--- src/rtl/rom_load_ctrl.sv ---
// Loads SoC game-ROM bytes into NES PRG/CHR ROM: strobe edge detect -> request FIFO -> WR_PULSE-wide write; NES held in reset while loading.
// Latency: we rises 2 cycles after the edge cycle when idle; full FIFO drops requests (sticky overflow). Optional checksum output: ROM_LOAD_CHECKSUM_EN.
module rom_load_ctrl #(
    parameter int unsigned FIFO_DEPTH   = 4,
    parameter int unsigned WR_PULSE     = 4,
    parameter int unsigned IDLE_TIMEOUT = 1024,
    parameter int unsigned RESET_HOLD   = 16,
    parameter int unsigned PRG_BYTES    = 32768,
    parameter int unsigned CHR_BYTES    = 8192
) (
    input  logic        Clk,
    input  logic        Reset,
    input  logic        prg_wren,
    input  logic        chr_wren,
    input  logic [15:0] prgmr_addr,
    input  logic [7:0]  prgmr_data,
    output logic        prg_rom_we,
    output logic        chr_rom_we,
    output logic [15:0] rom_wr_addr,
    output logic [7:0]  rom_wr_data,
    output logic        nes_reset,
    output logic        loading,
    output logic        load_done,
    output logic [15:0] prg_count,
    output logic [15:0] chr_count,
    output logic        overflow,
    output logic        range_err
`ifdef ROM_LOAD_CHECKSUM_EN
    ,
    output logic [7:0]  checksum
`endif
);
    localparam int AW = $clog2(FIFO_DEPTH);
    localparam int IW = $clog2(IDLE_TIMEOUT + 1);
    localparam int HW = $clog2(RESET_HOLD + 1);
    localparam int CW = $clog2(WR_PULSE + 1);

    localparam logic [1:0] ST_RUN  = 2'd0;
    localparam logic [1:0] ST_LOAD = 2'd1;
    localparam logic [1:0] ST_HOLD = 2'd2;

    logic          prg_prev_q, chr_prev_q;
    logic [AW:0]   wr_ptr_q, rd_ptr_q, wr_ptr_d, rd_ptr_d;
    logic          mem_typ  [FIFO_DEPTH];
    logic [15:0]   mem_addr [FIFO_DEPTH];
    logic [7:0]    mem_data [FIFO_DEPTH];
    logic [1:0]    state_q, state_d;
    logic [IW-1:0] idle_q, idle_d;
    logic [HW-1:0] hold_q, hold_d;
    logic          done_q, done_d;
    logic [CW-1:0] eng_cnt_q, eng_cnt_d;
    logic          prg_we_q, prg_we_d, chr_we_q, chr_we_d;
    logic [15:0]   wr_addr_q, wr_addr_d;
    logic [7:0]    wr_data_q, wr_data_d;
    logic [15:0]   prg_cnt_q, prg_cnt_d, chr_cnt_q, chr_cnt_d;
    logic [15:0]   prg_base, chr_base;
    logic          ovf_q, ovf_d, rerr_q, rerr_d;

    logic prg_edge, chr_edge, req, both, push_req, push, drop, pop, pop_ok, pop_bad;
    logic empty, full, clr, eng_busy;
    logic head_typ;
    logic [15:0] head_addr;
    logic [7:0]  head_data;

    assign prg_edge = prg_wren & ~prg_prev_q;
    assign chr_edge = chr_wren & ~chr_prev_q;
    assign req      = prg_edge | chr_edge;
    assign both     = prg_edge & chr_edge;
    assign push_req = req & ~both;

    assign empty = (wr_ptr_q == rd_ptr_q);
    assign full  = (wr_ptr_q[AW] != rd_ptr_q[AW]) && (wr_ptr_q[AW-1:0] == rd_ptr_q[AW-1:0]);

    assign head_typ  = mem_typ[rd_ptr_q[AW-1:0]];
    assign head_addr = mem_addr[rd_ptr_q[AW-1:0]];
    assign head_data = mem_data[rd_ptr_q[AW-1:0]];

    assign eng_busy = (eng_cnt_q != '0);
    assign pop      = ~empty & ~eng_busy;
    // An out-of-range entry is still consumed, it just never reaches the ROM.
    assign pop_ok   = pop & (head_typ ? (32'(head_addr) < CHR_BYTES) : (32'(head_addr) < PRG_BYTES));
    assign pop_bad  = pop & ~pop_ok;
    assign push     = push_req & (~full | pop);
    assign drop     = push_req & full & ~pop;

    assign wr_ptr_d = push ? wr_ptr_q + 1'b1 : wr_ptr_q;
    assign rd_ptr_d = pop  ? rd_ptr_q + 1'b1 : rd_ptr_q;

    always_ff @(posedge Clk) begin
        if (push) begin
            mem_typ[wr_ptr_q[AW-1:0]]  <= chr_edge;
            mem_addr[wr_ptr_q[AW-1:0]] <= prgmr_addr;
            mem_data[wr_ptr_q[AW-1:0]] <= prgmr_data;
        end
    end

    always_comb begin
        state_d = state_q;
        idle_d  = idle_q;
        hold_d  = hold_q;
        done_d  = 1'b0;
        clr     = 1'b0;
        case (state_q)
            ST_RUN: begin
                if (req) begin
                    state_d = ST_LOAD;
                    idle_d  = '0;
                    clr     = 1'b1;
                end
            end
            ST_LOAD: begin
                if (req || !empty || eng_busy) begin
                    idle_d = '0;
                end else if (idle_q == IW'(IDLE_TIMEOUT - 1)) begin
                    state_d = ST_HOLD;
                    idle_d  = '0;
                    hold_d  = '0;
                    done_d  = 1'b1;
                end else begin
                    idle_d = idle_q + IW'(1);
                end
            end
            default: begin
                if (req) begin
                    state_d = ST_LOAD;
                    idle_d  = '0;
                    hold_d  = '0;
                end else if (hold_q == HW'(RESET_HOLD - 1)) begin
                    state_d = ST_RUN;
                end else begin
                    hold_d = hold_q + HW'(1);
                end
            end
        endcase
    end

    always_comb begin
        eng_cnt_d = eng_cnt_q;
        prg_we_d  = prg_we_q;
        chr_we_d  = chr_we_q;
        wr_addr_d = wr_addr_q;
        wr_data_d = wr_data_q;
        if (pop_ok) begin
            eng_cnt_d = CW'(WR_PULSE);
            prg_we_d  = ~head_typ;
            chr_we_d  = head_typ;
            wr_addr_d = head_addr;
            wr_data_d = head_data;
        end else if (eng_busy) begin
            // The cycle after the last we-high cycle is the mandatory gap.
            eng_cnt_d = eng_cnt_q - CW'(1);
            if (eng_cnt_q == CW'(1)) begin
                prg_we_d = 1'b0;
                chr_we_d = 1'b0;
            end
        end
    end

    always_comb begin
        prg_base  = clr ? 16'h0000 : prg_cnt_q;
        chr_base  = clr ? 16'h0000 : chr_cnt_q;
        prg_cnt_d = (pop_ok && !head_typ && prg_base != 16'hFFFF) ? prg_base + 16'd1 : prg_base;
        chr_cnt_d = (pop_ok && head_typ && chr_base != 16'hFFFF) ? chr_base + 16'd1 : chr_base;
        ovf_d     = (clr ? 1'b0 : ovf_q) | drop;
        rerr_d    = (clr ? 1'b0 : rerr_q) | both | pop_bad;
    end

    always_ff @(posedge Clk) begin
        if (Reset) begin
            prg_prev_q <= 1'b0;
            chr_prev_q <= 1'b0;
            wr_ptr_q   <= '0;
            rd_ptr_q   <= '0;
            state_q    <= ST_HOLD;
            idle_q     <= '0;
            hold_q     <= '0;
            done_q     <= 1'b0;
            eng_cnt_q  <= '0;
            prg_we_q   <= 1'b0;
            chr_we_q   <= 1'b0;
            wr_addr_q  <= '0;
            wr_data_q  <= '0;
            prg_cnt_q  <= '0;
            chr_cnt_q  <= '0;
            ovf_q      <= 1'b0;
            rerr_q     <= 1'b0;
        end else begin
            prg_prev_q <= prg_wren;
            chr_prev_q <= chr_wren;
            wr_ptr_q   <= wr_ptr_d;
            rd_ptr_q   <= rd_ptr_d;
            state_q    <= state_d;
            idle_q     <= idle_d;
            hold_q     <= hold_d;
            done_q     <= done_d;
            eng_cnt_q  <= eng_cnt_d;
            prg_we_q   <= prg_we_d;
            chr_we_q   <= chr_we_d;
            wr_addr_q  <= wr_addr_d;
            wr_data_q  <= wr_data_d;
            prg_cnt_q  <= prg_cnt_d;
            chr_cnt_q  <= chr_cnt_d;
            ovf_q      <= ovf_d;
            rerr_q     <= rerr_d;
        end
    end

`ifdef ROM_LOAD_CHECKSUM_EN
    logic [7:0] csum_q, csum_d;
    assign csum_d = (clr ? 8'h00 : csum_q) + (pop_ok ? head_data : 8'h00);
    always_ff @(posedge Clk) begin
        if (Reset) csum_q <= '0;
        else       csum_q <= csum_d;
    end
    assign checksum = csum_q;
`endif

    assign prg_rom_we  = prg_we_q;
    assign chr_rom_we  = chr_we_q;
    assign rom_wr_addr = wr_addr_q;
    assign rom_wr_data = wr_data_q;
    assign nes_reset   = (state_q != ST_RUN);
    assign loading     = (state_q == ST_LOAD);
    assign load_done   = done_q;
    assign prg_count   = prg_cnt_q;
    assign chr_count   = chr_cnt_q;
    assign overflow    = ovf_q;
    assign range_err   = rerr_q;
endmodule

--- config.mk ---
export PLATFORM = sky130hd
export DESIGN_NAME = rom_load_ctrl
export DESIGN_NICKNAME = d
export VERILOG_FILES = /design/src/rtl/rom_load_ctrl.sv
export SDC_FILE = /design/constraint.sdc
export NUM_CORES = 1
export LEC_CHECK = 0
export ABC_AREA = 1
export CORE_ASPECT_RATIO = 0.9
export CORE_MARGIN = 1.5
export CORE_UTILIZATION = 60
export DETAILED_ROUTE_END_ITERATION = 10
export PLACE_DENSITY_LB_ADDON = 0.25
export SYNTH_ARGS = -nofsm -noshare
export SYNTH_HDL_FRONTEND = slang
export SYNTH_SLANG_ARGS = --single-unit
--- constraint.sdc ---
create_clock -name Clk -period 5.41 [get_ports Clk]
set_input_delay 0.541 -clock Clk [delete_from_list [all_inputs] [get_ports Clk]]
set_output_delay 0.541 -clock Clk [all_outputs]
set_load 0.01 [all_outputs]
==> metrics.log <==
INFO  metric unrepaired_setup_endpoints_after_global_routing = false
INFO  metric power.switching = between 1 and 1.5 mW
INFO  metric setup_viol_count_final = 0
INFO  metric antennaDiodeCount = 0
INFO  metric power.total = 4.190 mW
INFO  metric firstDrtPassIters = 6
INFO  metric initialDrtViolationCount = 553
INFO  metric hold_violations = 0
INFO  metric final.setup.tns = 0 ps
INFO  metric tritoncts.num_buffers = 17
INFO  metric core_area = 14110 um^2
INFO  metric worst_hold_slack = between 400 and 500 ps
INFO  metric insertion_delay = 440 ps
INFO  metric initial_utilization = 61.78%
INFO  metric route.met2.wl = 8608 um
INFO  metric power.clock.fraction = 28.1%
INFO  metric io-pin-count = 91
INFO  metric grt_pass1_vias = 6240
INFO  metric largest_family_of_logic_cells_by_synthesized_area = simple AND/OR/NAND/NOR gates
INFO  metric cts_resized = 0
INFO  metric synth_top_area_cell = edfxtp_1
INFO  metric synth-compound-area-share = 10.81%
INFO  metric worst_ep_required_time = around 5800 ps
INFO  metric cell_internal_pwr = 2.757 mW
INFO  metric synthTopCellsByCount = nand2_1, nor2_1, edfxtp_1, dfxtp_1, inv_1
INFO  metric timing.rr.end = prg_count[3]
INFO  metric totalWireLength = 17930 um
INFO  metric synth_cell_area = slightly below 9000 um^2
INFO  metric timing.reg2reg.setup_slack = 1850 ps
INFO  metric power_density = about 410 nW/um^2
INFO  metric grt_first_pass_wirelength = between 20000 and 30000 um
INFO  metric area_growth = 17.27%
INFO  metric drv.max_cap_violation_count = 0
INFO  metric die_h = between 100 and 150 um
INFO  metric vias_per_cell = ~5.4
INFO  metric crit_path_max_fo = 44
INFO  metric holdPathEnd = idle_q[10]
INFO  metric syn_avg_cell_area = about 9.0 um^2
INFO  metric grt_antenna_before_repair = 0
INFO  metric postCtsHoldBufs = 0
INFO  metric clock_transition_at_path_regs = 70 ps
INFO  metric placement.cell_area = 9671 um^2
INFO  metric post_synth_simple_gate_area = between 20% and 30%
INFO  metric synth-xor-area-share = 1.192%
INFO  metric final_cells = 1256
INFO  metric cts_max_path_buffers = 2
INFO  metric final_min_period_over_clock_period = 71.61%
INFO  metric clkSinkCount = 192
INFO  metric dp_cells = 1224
INFO  metric postSynthNetCount = 1014
INFO  metric period_minus_ws_final = between 3000 and 4000 ps
INFO  metric max_slew_headroom_at_the_worst_pin = 25.66%
INFO  metric grt_max_degree = between 50 and 60
INFO  metric synth_flop_cell = edfxtp_1
INFO  metric cts_tree = built
INFO  metric synthMuxAreaShare = 0%
INFO  metric finalWeightedCongestion = 0.8480
INFO  metric synth_fa_ha_area_share = 2.153%
INFO  metric synth_edf_count = 100
INFO  metric maxUsedRoutingLayer = met4
INFO  metric netlist_top_cells_area = edfxtp_1, dfxtp_1, nand2_1, nor2_1, a21oi_1
INFO  metric drc_violation_count_after_routing = 0
INFO  metric fmaxAchievable = 258.1 MHz
INFO  metric port_buffers = 90
INFO  metric final_net_count = 1093
INFO  metric postSynth.asyncResetShare = 0%
INFO  metric endpoint_arrival_time_on_the_critical_path = 4210 ps
INFO  metric outcome = finished, final reports clean
INFO  metric vdd_drop_max = 0.3013 mV
INFO  metric switching_share = 34.20%
INFO  metric r2r_start = chr_prev_q
INFO  metric synth.yosys.warnings = 0
INFO  metric timing.hold.worst.start = idle_q[10]
INFO  metric p_comb_share = 28.5%
INFO  metric start_kind = input pin
INFO  metric layout.cell_area.non_filler = 10220 um^2
INFO  metric postCtsSetupBuffers = 0
INFO  metric power_frac_seq = 43.4%
INFO  metric fin_worst_skew = 7.664 ps
INFO  metric route.vias.total = 6723
INFO  metric die_x = 130.0 um
INFO  metric die_area = 15260 um^2
INFO  metric synth.lib_cells_used.distinct = 44
INFO  metric drt-met1-wl = 7972 um
INFO  metric worstSetupPathType = in -> reg
INFO  metric static_leakage = 3.844 nW
INFO  metric globalRoute.totalOverflow = 0
INFO  metric timing.hold.worst.class = reg -> reg
INFO  metric r2r_cells = 18
INFO  metric final_max_slew_viol_count = 0
INFO  metric max_slew.worst_pin.slew = 1114 ps
INFO  metric cp-end-kind = flop
INFO  metric wl_met3 = approximately 940 um
INFO  metric yosys_register_bits = between 150 and 200
INFO  metric root_buffer = clkbuf_16
INFO  metric yosys.cell_count.top_type = nand2_1
INFO  metric post_detail_place_hpwl = around 11000 um
INFO  metric track_usage = 24.83%
INFO  metric seq_area_frac_synth = 55.58%
INFO  metric fillers = 1042
INFO  metric antenna_left = 0
INFO  metric synthCells = 971
INFO  metric htreeDepth = 4
INFO  metric route.detailed.wl_per_inst = 14.28 um
INFO  metric final_layout_size_suffix_gt1_share = 8.749%
INFO  metric placement_rows = 41
INFO  metric worstHoldPathCells = 2
INFO  metric post-synth-top-area-fraction = 34.45%
## through the flow
stage | utilization (%) | setup slack (ps)
after floorplan | - | 2380
after global placement | 68.55 | 1261
after detailed placement | 68.55 | 1141
after CTS | 72.45 | 1534
after global routing | 72.45 | 1174
final | 72.45 | 1536
## worst max-delay path, stage by stage
cell	delay, ps
clkdlybuf4s50_1	450
inv_1	60
nor2_1	340
inv_1	100
ha_1	250
inv_1	190
nand2_4	320
nand2_2	240
inv_1	60
ha_1	210
nand2_1	70
inv_1	60
nand3_4	90
nor2_4	60
nand2_2	100
nor2_2	60
nor2_2	660
nand3_1	170
nand2_1	110
nor2_1	50
## area by class of cell
cell class | count | area [um^2] | area share, %
Sequential cell | 192 | 4845 | 47.40
Multi-Input combinational cell | 645 | 3269 | 31.99
Tap cell | 193 | 241.5 | 2.363
Inverter | 97 | 366.6 | 3.587
Clock buffer | 20 | 436.7 | 4.272
Timing Repair Buffer | 97 | 948.4 | 9.279
Clock inverter | 12 | 113.9 | 1.114
## metal layers
layer	up-vias	global-route usage, %
li1	3389	-
met1	3100	33.44
met2	197	39.08
met3	37	5.794
met4	0	9.167
met5	-	0
## cell usage in the layout, fill, tap and decap left out, types with 16 or more instances in the layout
cell and n:
a21oi_1 75, clkbuf_16 17, clkdlybuf4s50_1 89, dfxtp_1 92, edfxtp_1 100, inv_1 89
nand2_1 203, nand3_1 47, nand3_2 16, nor2_1 121, o21ai_0 64, o22ai_1 21
## cells by family after synthesis
logic type / after synthesis
buffers and inverters: 134
adders and majority gates: 15
AOI/OAI and AO/OA: 177
xor gates and xnor gates: 11
DFF: 192
and+or+nand+nor: 442
## sequential cells by signal, summed over array words and instances (netlist names), 4 cells and up, named ones only
register and cells:
rom_wr_data 8, idle_q 11, chr_count 16, rom_wr_addr 16, prg_count 16, mem_data 32, hold_q 5, mem_typ 4
mem_addr 64
## worst max path at each step
stage             start            end
2_1_floorplan  chr_wren  prg_count[13]
3_3_place_gp   chr_wren  prg_count[13]
3_5_place_dp   chr_wren   prg_count[3]
4_1_cts        chr_wren   prg_count[3]
5_1_grt        chr_wren  prg_count[13]
6_report       chr_wren   prg_count[3]
## power by group through the flow
stage               registers, mW  logic (mW)  clock network, mW
floorplan                    1.83       0.857                  0
global placement             1.85        1.16                  0
detailed placement           1.85        1.19                  0
CTS                          1.82        1.20               1.19
global route                 1.84        1.35               1.24
finish                       1.82        1.19               1.18
(Power assumes the default switching activity.)
